**config.mk**
```make
export PLATFORM = sky130hd
export DESIGN_NAME = hex_keypad_scanner
export DESIGN_NICKNAME = d
export VERILOG_FILES = /design/src/rtl/hex_keypad_scanner.sv
export SDC_FILE = /design/constraint.sdc
export NUM_CORES = 1
export LEC_CHECK = 0
export CAP_MARGIN = 20
export CORE_AREA = 4 4 74 76
export CTS_CLUSTER_SIZE = 20
export DETAILED_ROUTE_END_ITERATION = 8
export DIE_AREA = 0 0 78 80
export PLACE_DENSITY = 0.78
export SLEW_MARGIN = 20
export SYNTH_ARGS = -nofsm -noshare
export SYNTH_HDL_FRONTEND = slang
export SYNTH_SLANG_ARGS = --single-unit
```
**constraint.sdc**
```tcl
create_clock -name clk -period 1.9 [get_ports clk]
set_input_delay 0.38 -clock clk [delete_from_list [all_inputs] [get_ports clk]]
set_output_delay 0.38 -clock clk [all_outputs]
set_load 0.03 [all_outputs]
```
**src/rtl/hex_keypad_scanner.sv**
```systemverilog
// 4x4 hex keypad scanner: column scan, 2-FF row sync, press/release debounce, nibble shift register.
// Optional macro KEYPAD_AUTOREPEAT_EN re-issues the held key every REPEAT_TICKS scan ticks.
`timescale 1ns/1ps
module hex_keypad_scanner #(
    parameter int SCAN_DIV_W   = 15,
    parameter int DEBOUNCE_CNT = 4,
    parameter int REPEAT_TICKS = 64
) (
    input  logic        clk,
    input  logic        rst,
    input  logic [3:0]  rows,
    output logic [3:0]  cols,
    input  logic        key_ack,
    input  logic        key_clr,
    output logic        key_valid,
    output logic [3:0]  key_code,
    output logic        key_pending,
    output logic        overrun,
    output logic [15:0] value
);
    localparam int CNT_W = $clog2(DEBOUNCE_CNT + 1);

    typedef enum logic [1:0] {SCAN, DEBOUNCE, HELD, RELEASE} state_t;

    state_t                state_reg, state_next;
    logic [SCAN_DIV_W-1:0] div_reg;
    logic [3:0]            rows_meta_reg, rows_sync_reg;
    logic [3:0]            cols_reg, cols_next;
    logic [1:0]            col_idx_reg, col_idx_next;
    logic [3:0]            pattern_reg, pattern_next;
    logic [CNT_W-1:0]      cnt_reg, cnt_next;
    logic                  key_valid_reg;
    logic [3:0]            key_code_reg;
    logic                  pending_reg, overrun_reg;
    logic [15:0]           value_reg;
    logic                  tick, rows_idle, accept;
    logic [3:0]            cols_rot, accept_code;
`ifdef KEYPAD_AUTOREPEAT_EN
    localparam int REP_W = $clog2(REPEAT_TICKS + 1);
    logic [REP_W-1:0]      rep_reg, rep_next;
`endif

    // Index of the lowest low bit; serves both the active-low column drive and the row pattern.
    function automatic logic [1:0] low_index(input logic [3:0] v);
        low_index = 2'd0;
        for (int i = 3; i >= 0; i--) begin
            if (!v[i]) low_index = 2'(i);
        end
    endfunction

    assign tick        = &div_reg;
    assign rows_idle   = &rows_sync_reg;
    assign cols_rot    = {cols_reg[2:0], cols_reg[3]};
    assign accept_code = {low_index(pattern_reg), col_idx_reg};

    always_comb begin
        state_next   = state_reg;
        cols_next    = cols_reg;
        col_idx_next = col_idx_reg;
        pattern_next = pattern_reg;
        cnt_next     = cnt_reg;
        accept       = 1'b0;
`ifdef KEYPAD_AUTOREPEAT_EN
        rep_next     = rep_reg;
`endif
        if (tick) begin
            case (state_reg)
                SCAN: begin
                    if (rows_idle) begin
                        cols_next = cols_rot;
                    end else begin
                        col_idx_next = low_index(cols_reg);
                        pattern_next = rows_sync_reg;
                        cnt_next     = CNT_W'(1);
                        state_next   = DEBOUNCE;
                    end
                end
                DEBOUNCE: begin
                    if (rows_sync_reg == pattern_reg) begin
                        if (cnt_reg == CNT_W'(DEBOUNCE_CNT - 1)) begin
                            accept     = 1'b1;
                            cnt_next   = '0;
                            state_next = HELD;
`ifdef KEYPAD_AUTOREPEAT_EN
                            rep_next   = '0;
`endif
                        end else begin
                            cnt_next = cnt_reg + CNT_W'(1);
                        end
                    end else begin
                        cnt_next   = '0;
                        cols_next  = cols_rot;
                        state_next = SCAN;
                    end
                end
                HELD: begin
                    if (rows_idle) begin
                        cnt_next   = CNT_W'(1);
                        state_next = RELEASE;
`ifdef KEYPAD_AUTOREPEAT_EN
                        rep_next   = '0;
                    end else if (rep_reg == REP_W'(REPEAT_TICKS - 1)) begin
                        accept   = 1'b1;
                        rep_next = '0;
                    end else begin
                        rep_next = rep_reg + REP_W'(1);
`endif
                    end
                end
                RELEASE: begin
                    if (!rows_idle) begin
                        cnt_next   = '0;
                        state_next = HELD;
                    end else if (cnt_reg == CNT_W'(DEBOUNCE_CNT - 1)) begin
                        cnt_next   = '0;
                        cols_next  = cols_rot;
                        state_next = SCAN;
                    end else begin
                        cnt_next = cnt_reg + CNT_W'(1);
                    end
                end
                default: state_next = SCAN;
            endcase
        end
    end

    always_ff @(posedge clk) begin
        if (rst) begin
            state_reg     <= SCAN;
            div_reg       <= '0;
            rows_meta_reg <= 4'hF;
            rows_sync_reg <= 4'hF;
            cols_reg      <= 4'b1110;
            col_idx_reg   <= 2'd0;
            pattern_reg   <= 4'hF;
            cnt_reg       <= '0;
`ifdef KEYPAD_AUTOREPEAT_EN
            rep_reg       <= '0;
`endif
        end else begin
            state_reg     <= state_next;
            div_reg       <= div_reg + SCAN_DIV_W'(1);
            rows_meta_reg <= rows;
            rows_sync_reg <= rows_meta_reg;
            cols_reg      <= cols_next;
            col_idx_reg   <= col_idx_next;
            pattern_reg   <= pattern_next;
            cnt_reg       <= cnt_next;
`ifdef KEYPAD_AUTOREPEAT_EN
            rep_reg       <= rep_next;
`endif
        end
    end

    // An ack coinciding with an accept leaves the new key pending but wipes any old overrun.
    always_ff @(posedge clk) begin
        if (rst) begin
            key_valid_reg <= 1'b0;
            key_code_reg  <= 4'd0;
            pending_reg   <= 1'b0;
            overrun_reg   <= 1'b0;
            value_reg     <= 16'd0;
        end else begin
            key_valid_reg <= accept;
            if (accept) key_code_reg <= accept_code;
            if (key_clr)     value_reg <= 16'd0;
            else if (accept) value_reg <= {value_reg[11:0], accept_code};
            if (accept)       pending_reg <= 1'b1;
            else if (key_ack) pending_reg <= 1'b0;
            if (key_ack)                    overrun_reg <= 1'b0;
            else if (accept && pending_reg) overrun_reg <= 1'b1;
        end
    end

    assign cols        = cols_reg;
    assign key_valid   = key_valid_reg;
    assign key_code    = key_code_reg;
    assign key_pending = pending_reg;
    assign overrun     = overrun_reg;
    assign value       = value_reg;
endmodule

```
==> reports/results.tsv, run 1 <==
stage	metric	value	unit
outcome	run_status	finished, final reports clean	
placed_design	hpwl	3.32	mm
cts	cts_buffers	9	
drt	routedWlPerCell	12.1	um
timing	max-slew-margin-rel	70.1	%
global_route	grt_overflow	0	
synth	synth_top_flop_cell	dfxtp_1	
pwr	switching_share	22.0	%
pwr	ir_worst_vdd	0.441	mV
setup_path	critPathMaxFanout	4	
drt	drt-initial-drc-count	76	
global_route	antenna_found_initial	0	
cts	root_buffer	clkbuf_8	
cts	cts_hold_buf	0	
drt	final_antenna_net_count	0	
synth	synth_most_common_cell	dfxtp_1	
final_layout	fillers	385	
global_route	grt_pass1_wl	8.27	mm
floorplanning	io_pins	35	
floorplanning	die_area	6240	um^2
final_layout	layout.cells.non_filler	390	
setup_path	cp_num_buf_inv	1	
setup_path	required	1.52	ns
drt	vias	2012	
setup_path	crit_family	buffers and inverters	
synth	synth_top_area_share	48.4	%
final_layout	nets	328	
final_layout	antenna_cells	0	
synth	syn_area_per_cell	9.18	um^2
synth	yosysSeqAreaShare	48.4	%
pwr	p_per_area	801	nW/um^2
setup_path	worst-path-stages	1	
placed_design	place_congestion	0.764	
drt	first_pass_iters	5	
floorplanning	chipHeight	80	um
worst_hold_path	hold_path_class	flip-flop to flip-flop	
synth	yosys.cell_types.count	38	
pwr	seq_power_share	51.4	%
cts	clock-sinks	61	
timing	hold_viol_final	0	
setup_path	path_class	flip-flop to output pin	
cts	htreeDepth	3	
cts	clk_latency	0.34	ns
timing	fin_ws	0.0807	ns
pwr	p_leak	1.19	nW
cts	path_clk_slew	0.07	ns
pwr	p_sw	557	uW
synth	synth_common_cells	dfxtp_1 (61), nand2_1 (31), nor2_1 (29), a21oi_1 (16), mux2i_1 (16)	
floorplanning	chipWidth	78	um
synth	ys_warn_count	0	
timing	drv_slew	0	
global_route	grt_start_max_net_pins	17	
synth	synth_edf_count	0	
worst_hold_path	holdPathStages	1	
setup_path	cp-start-kind	flip-flop	
global_route	grt_use_total	17.2	%
final_layout	drive_gt1_share	14.6	%
timing	rsz0062_at_grt	true	
setup_path	crit_chain	clkdlybuf4s50_1	
synth	synth_seq_cells	61	
cts	cts_setup_buffers	0	
floorplanning	start_util	53.4	%
final_layout	synthToLayoutAreaGrowth	25.3	%
placed_design	dp.cells	374	
floorplanning	fp.coreArea	4720	um^2
timing	setup_viol	0	
floorplanning	rows	25	
synth	synthCells	275	
pwr	comb_power_share	3.3	%
timing	worst-slew-pin-transition	0.447	ns
drt	via_per_inst	5.16	
placed_design	io_buffers	34	
cts	clockBufferDepth	2	
synth	yosys.area.top_type	dfxtp_1	
setup_path	arrival	1.44	ns
synth	synth_area	2520	um^2
drt	wl	4.70	mm
pwr	p_int	1.98	mW
setup_path	worstRegToRegCells	5	
setup_path	slowest_stage	clkdlybuf4s50_1	
timing	min_period_over_period	95.8	%
flow_run	maxCapViolCount	0	
synth	synthArstFlopShare	0	%
global_route	grt_pass1_vias	1849	
placed_design	preCtsSetupSlack	0.183	ns
synth	synth_nets	285	
timing	timing.fmax	550	MHz
cts	tritoncts	built	
pwr	clock_power_share	45.3	%
timing	min_period	1.82	ns
synth	netlist_top_cells_area	dfxtp_1 (48%), mux2i_1 (6.3%), nand2_1 (4.6%)	
setup_path	end_kind	output pin	
drt	drc	0	
setup_path	max_stage_delay	0.70	ns
final_layout	largest_reg_flops	16	
timing	skew	0.00803	ns
==> layout by cell type, fill, tap and decap left out, drive strengths merged, types with 13 or more instances in the layout <==
cell,n
clkdlybuf4s50,32
a21oi,16
o21ai,15
dfxtp,61
nand3,14
mux2i,16
nand2,31
buf,13
nor2,29
==> layer usage <==
metal	GRT usage [%]	vias up	share of wire, %
li1	-	1030	-
met1	21.0	919	48
met2	26.5	51	45
met3	5.87	12	5.1
met4	9.44	0	2.1
met5	0	-	0
==> stage by stage <==
stage          power (mW)  hold WS, ns  utilization [%]  area, um^2  setup TNS (ns)
2_1_floorplan        1.38        0.389                -        2520               0
3_3_place_gp         1.41        0.391             62.3        2940               0
3_5_place_dp         1.41        0.396             62.3        2940               0
4_1_cts              2.55        0.412             66.6        3150               0
5_1_grt              2.63        0.421             66.9        3160         -0.0141
6_report             2.53        0.413             66.9        3160               0
==> worst register-to-register path, stage by stage (launching register included) <==
cell     delay, ns
dfxtp_1       0.42
nand4_2       0.21
nor4_4        0.43
and3_4        0.27
nand3_1       0.12
a21oi_1       0.17
==> cell type report <==
class | count | area [um^2] | area share, %
sequential | 61 | 1220 | 38.7
multi-input combinational | 191 | 1180 | 37.4
timing repair buffer | 47 | 443 | 14.0
clock buffer | 11 | 141 | 4.47
tap | 67 | 83.8 | 2.65
clock inverter | 5 | 60.1 | 1.90
inverter | 8 | 30.0 | 0.950
==> final timing paths <==
kind	start	end	slack (ns)
hold reg to reg	rows_meta_reg[0]	rows_sync_reg[0]	0.41
setup / recovery	cols[2]	cols[2]	0.08
setup reg to reg	div_reg[2]	key_code[0]	0.20
hold / removal	rows_meta_reg[0]	rows_sync_reg[0]	0.41
==> timing repair <==
| action | CTS | global route |
|---|---|---|
| setup endpoints to repair | 0 | 8 |
| gates resized for setup | 0 | 6 |
| hold endpoints to repair | 0 | 0 |
==> cell families after synthesis <==
kind of cell	synth area share, %
AND/OR/NAND/NOR	23.6
flip-flops	48.4
AO/OA/AOI/OAI	9.62
buffers and inverters	5.21
XOR/XNOR	5.90
multiplexers	6.35
adder cells (fa/ha/maj)	0.991
==> power groups by stage <==
| stage | Clock [mW] | Combinational, mW | Sequential, mW |
|---|---|---|---|
| final | 1.15 | 0.0826 | 1.30 |
| after global placement | 0 | 0.0809 | 1.33 |
| after floorplan | 0 | 0.0516 | 1.33 |
| after global routing | 1.24 | 0.0927 | 1.30 |
| after detailed placement | 0 | 0.0818 | 1.33 |
| after CTS | 1.17 | 0.0830 | 1.30 |
No activity file was read; power rests on OpenSTA's default activity.
==> run 2: changes to the inputs <==
--- a/config.mk
+++ b/config.mk
@@ -11,7 +11,7 @@
 export DETAILED_ROUTE_END_ITERATION = 8
 export DIE_AREA = 0 0 78 80
 export PLACE_DENSITY = 0.78
-export SLEW_MARGIN = 20
+export SLEW_MARGIN = 10
 export SYNTH_ARGS = -nofsm -noshare
 export SYNTH_HDL_FRONTEND = slang
 export SYNTH_SLANG_ARGS = --single-unit
==> results of run 2 <==
The final DEF is identical to that of run 1; final timing and power are the same.
==> run 3: changes to the inputs <==
--- a/config.mk
+++ b/config.mk
@@ -7,9 +7,9 @@
 export LEC_CHECK = 0
 export CAP_MARGIN = 20
 export CORE_AREA = 4 4 74 76
-export CTS_CLUSTER_SIZE = 20
 export DETAILED_ROUTE_END_ITERATION = 8
 export DIE_AREA = 0 0 78 80
+export GPL_TIMING_DRIVEN = 0
 export PLACE_DENSITY = 0.78
 export SLEW_MARGIN = 10
 export SYNTH_ARGS = -nofsm -noshare
==> constraint.sdc (replaced) <==
create_clock -name clk -period 1.9 [get_ports clk]
set_input_delay 0.38 -clock clk [delete_from_list [all_inputs] [get_ports clk]]
set_output_delay 0.38 -clock clk [all_outputs]
set_load 0.02 [all_outputs]
==> run 3 against run 2 <==
- hold slack got worse by 0.0098 ns
- critical path depth grew 7
- cell count grew 0.51%
- wire length grew 2.3%
- register-to-register slack got worse by 0.07 ns
- largest cell class unchanged
==> reports/results.tsv, run 3 (synthesized netlist as in run 1, its figures left out) <==
stage	metric	value	unit	change
outcome	run_status	finished, final reports clean		
cts	root_buffer	clkbuf_8		
setup_path	crit_family	simple AND/OR/NAND/NOR gates		
global_route	grtUsageMet1	21.4	%	+0.38 points
timing	worst-slew-pin-transition	0.479	ns	+0.0321 ns
timing	rsz0062_at_grt	false		
setup_path	required	2.16	ns	+0.64 ns
timing	hold_viol_final	0		unchanged
flow_run	maxCapViolCount	0		unchanged
timing	setup_viol	0		unchanged
drt	routedWlPerCell	12.3	um	+1.8%
global_route	use_met2	26.7	%	+0.17 points
floorplanning	start_util	53.4	%	unchanged
worst_hold_path	hold_path_class	flip-flop to flip-flop		
final_layout	layout.cells.non_filler	392		+0.51%
pwr	p_leak	1.17	nW	-1.4%
pwr	p_per_area	791	nW/um^2	-1.3%
cts	clockBufferDepth	2		unchanged
setup_path	cp_num_buf_inv	3		+2
setup_path	cp_common_cell	buf_6		
pwr	ir_worst_vdd	0.531	mV	+20%
timing	drv_slew	0		unchanged
placed_design	hpwl	3.46	mm	+4.1%
setup_path	path_class	flip-flop to flip-flop		
cts	path_clk_slew	0.06	ns	about the same
floorplanning	die_area	6240	um^2	unchanged
setup_path	worst-path-stages	8		+7
global_route	grtUsageMet3	3.95	%	-1.9 points
drt	drt-initial-drc-count	86		+13%
drt	vias	2002		-0.50%
floorplanning	fp.coreArea	4720	um^2	unchanged
drt	final_antenna_net_count	0		unchanged
cts	tritoncts	built		
pwr	p_sw	532	uW	-4.6%
placed_design	dp.cells	376		+0.53%
global_route	grt_pass1_wl	8.45	mm	+2.2%
setup_path	crit_start	pattern_reg[3]		
timing	skew	0.00938	ns	+0.00135 ns
timing	timing.fmax	564	MHz	+2.6%
floorplanning	chipWidth	78	um	unchanged
cts	clock-sinks	61		unchanged
setup_path	end_kind	flip-flop		
drt	wl	4.81	mm	+2.3%
placed_design	place_congestion	0.781		+2.3%
setup_path	critPathMaxFanout	10		+6
cts	htreeDepth	3		unchanged
timing	min_period	1.77	ns	-0.0463 ns
global_route	grt_use_total	17.3	%	+0.071 points
final_layout	final_common_cell	dfxtp_1		
setup_path	cp-start-kind	flip-flop		
floorplanning	io_pins	35		unchanged
floorplanning	chipHeight	80	um	unchanged
setup_path	slowest_stage	dfxtp_1		
final_layout	drive_gt1_share	15.7	%	+1.1 points
drt	drc	0		unchanged
setup_path	crit_chain	xor2_1 -> nor3_2 -> and4_1 -> buf_6 -> and3_4 -> buf_6 -> buf_12 -> mux2i_1		
pwr	clock_power_share	45.1	%	-0.2 points
placed_design	io_buffers	34		unchanged
pwr	p_int	2.00	mW	+1.1%
timing	min_period_over_period	93.3	%	-2.4 points
final_layout	fillers	395		+2.6%
setup_path	r2r-end	value[8]		
global_route	top_usage_layer	met2		
setup_path	worstSetupEndpoint	value[8]		
drt	via_per_inst	5.11		-1.0%
global_route	grt_start_max_net_pins	11		-6
global_route	grt_overflow	0		unchanged
setup_path	r2r_slack	0.13	ns	-0.07 ns
setup_path	worstRegToRegCells	8		+3
global_route	antenna_found_initial	0		unchanged
global_route	grt_pass1_vias	1924		+4.1%
final_layout	mostFrequentLayoutCells	dfxtp_1 (57), clkdlybuf4s50_1 (34), nand2_1 (31), nor2_1 (27), mux2i_1 (16)		
worst_hold_path	min_from	rows_meta_reg[0]		
cts	cts_hold_buf	0		unchanged
pwr	comb_power_share	3.4	%	about the same
pwr	seq_power_share	51.5	%	about the same
cts	cts_buffers	9		unchanged
pwr	switching_share	21.0	%	-0.98 points
final_layout	antenna_cells	0		unchanged
final_layout	nets	331		+0.91%
floorplanning	rows	25		unchanged
final_layout	largest_reg_flops	16		unchanged
cts	clk_latency	0.33	ns	about the same
setup_path	crit-reg2reg-launch	pattern_reg[3]		
drt	first_pass_iters	4		-1
setup_path	max_stage_delay	0.34	ns	-0.36 ns
timing	max-slew-margin-rel	67.8	%	-2.3 points
final_layout	synthToLayoutAreaGrowth	26.8	%	
pwr	power	2.53	mW	-0.12%
setup_path	arrival	2.04	ns	+0.60 ns
run 3: cell types whose count changed in the layout (fill, tap and decap cells not counted), moves of 2 or more:
cell and delta:
buf_4 -11, clkbuf_1 +4, buf_2 +3, nor2_1 -2, clkinv_4 -2, dlymetal6s2s_1 -2, clkdlybuf4s50_1 +2, clkbuf_2 +2
dfxtp_1 -3, dfxtp_2 +2, buf_6 +2
run 3: worst min path at each step:
stage               slack (ns)  cells after the start                to
global placement          0.39                      1  rows_sync_reg[3]
global route              0.42                      1  rows_sync_reg[1]
finish                    0.40                      1  rows_sync_reg[0]
CTS                       0.41                      1  rows_sync_reg[0]
detailed placement        0.39                      1  rows_sync_reg[1]
floorplan                 0.39                      1  rows_sync_reg[0]
run 3: layout make-up:
cell class / count / area (um^2) / share of cell area (%)
sequential: 61 / 1230 / 38.4
multi-input combinational: 191 / 1210 / 37.8
timing repair buffer: 35 / 348 / 10.9
clock buffer: 11 / 151 / 4.73
buffer: 15 / 103 / 3.21
tap: 67 / 83.8 / 2.62
clock inverter: 4 / 47.5 / 1.49
inverter: 8 / 30.0 / 0.938
run 3: power groups by stage:
stage	sequential (mW)	combinational, mW	clock, mW
2_1_floorplan	1.33	0.0516	0
3_5_place_dp	1.33	0.0809	0
3_3_place_gp	1.33	0.0791	0
5_1_grt	1.31	0.0963	1.23
6_report	1.30	0.0852	1.14
4_1_cts	1.30	0.0815	1.17
run 3: worst register-to-register path: stages, from the launching register on:
cell     delay, ns
dfxtp_1       0.34
xor2_1        0.18
nor3_2        0.22
and4_1        0.23
buf_6         0.12
and3_4        0.18
buf_6         0.11
buf_12        0.13
mux2i_1       0.18
run 3: through the flow:
stage | hold slack [ns] | TNS, ns | worst slack [ns] | cell area [um^2] | utilization (%)
after floorplan | 0.389 | 0 | 0.253 | 2520 | -
after global placement | 0.391 | -4.06 | -0.218 | 2950 | 62.4
after detailed placement | 0.395 | -5.56 | -0.255 | 2950 | 62.4
after CTS | 0.406 | 0 | 0.0118 | 3150 | 66.7
after global routing | 0.422 | 0 | 0.00215 | 3200 | 67.8
final | 0.404 | 0 | 0.127 | 3200 | 67.8
run 3: per-layer routing:
metal,wire length (um),vias to the layer above
met1,2290,918
met5,0,-
met4,119,0
li1,-,1027
met3,232,10
met2,2170,47
run 3: repair_timing:
action | 4_1_cts | 5_1_grt
setup buffers | 0 | 1
resized for setup | 1 | 14
hold endpoints to repair | 0 | 0
setup endpoints to repair | 1 | 25
pin swaps | 0 | 3
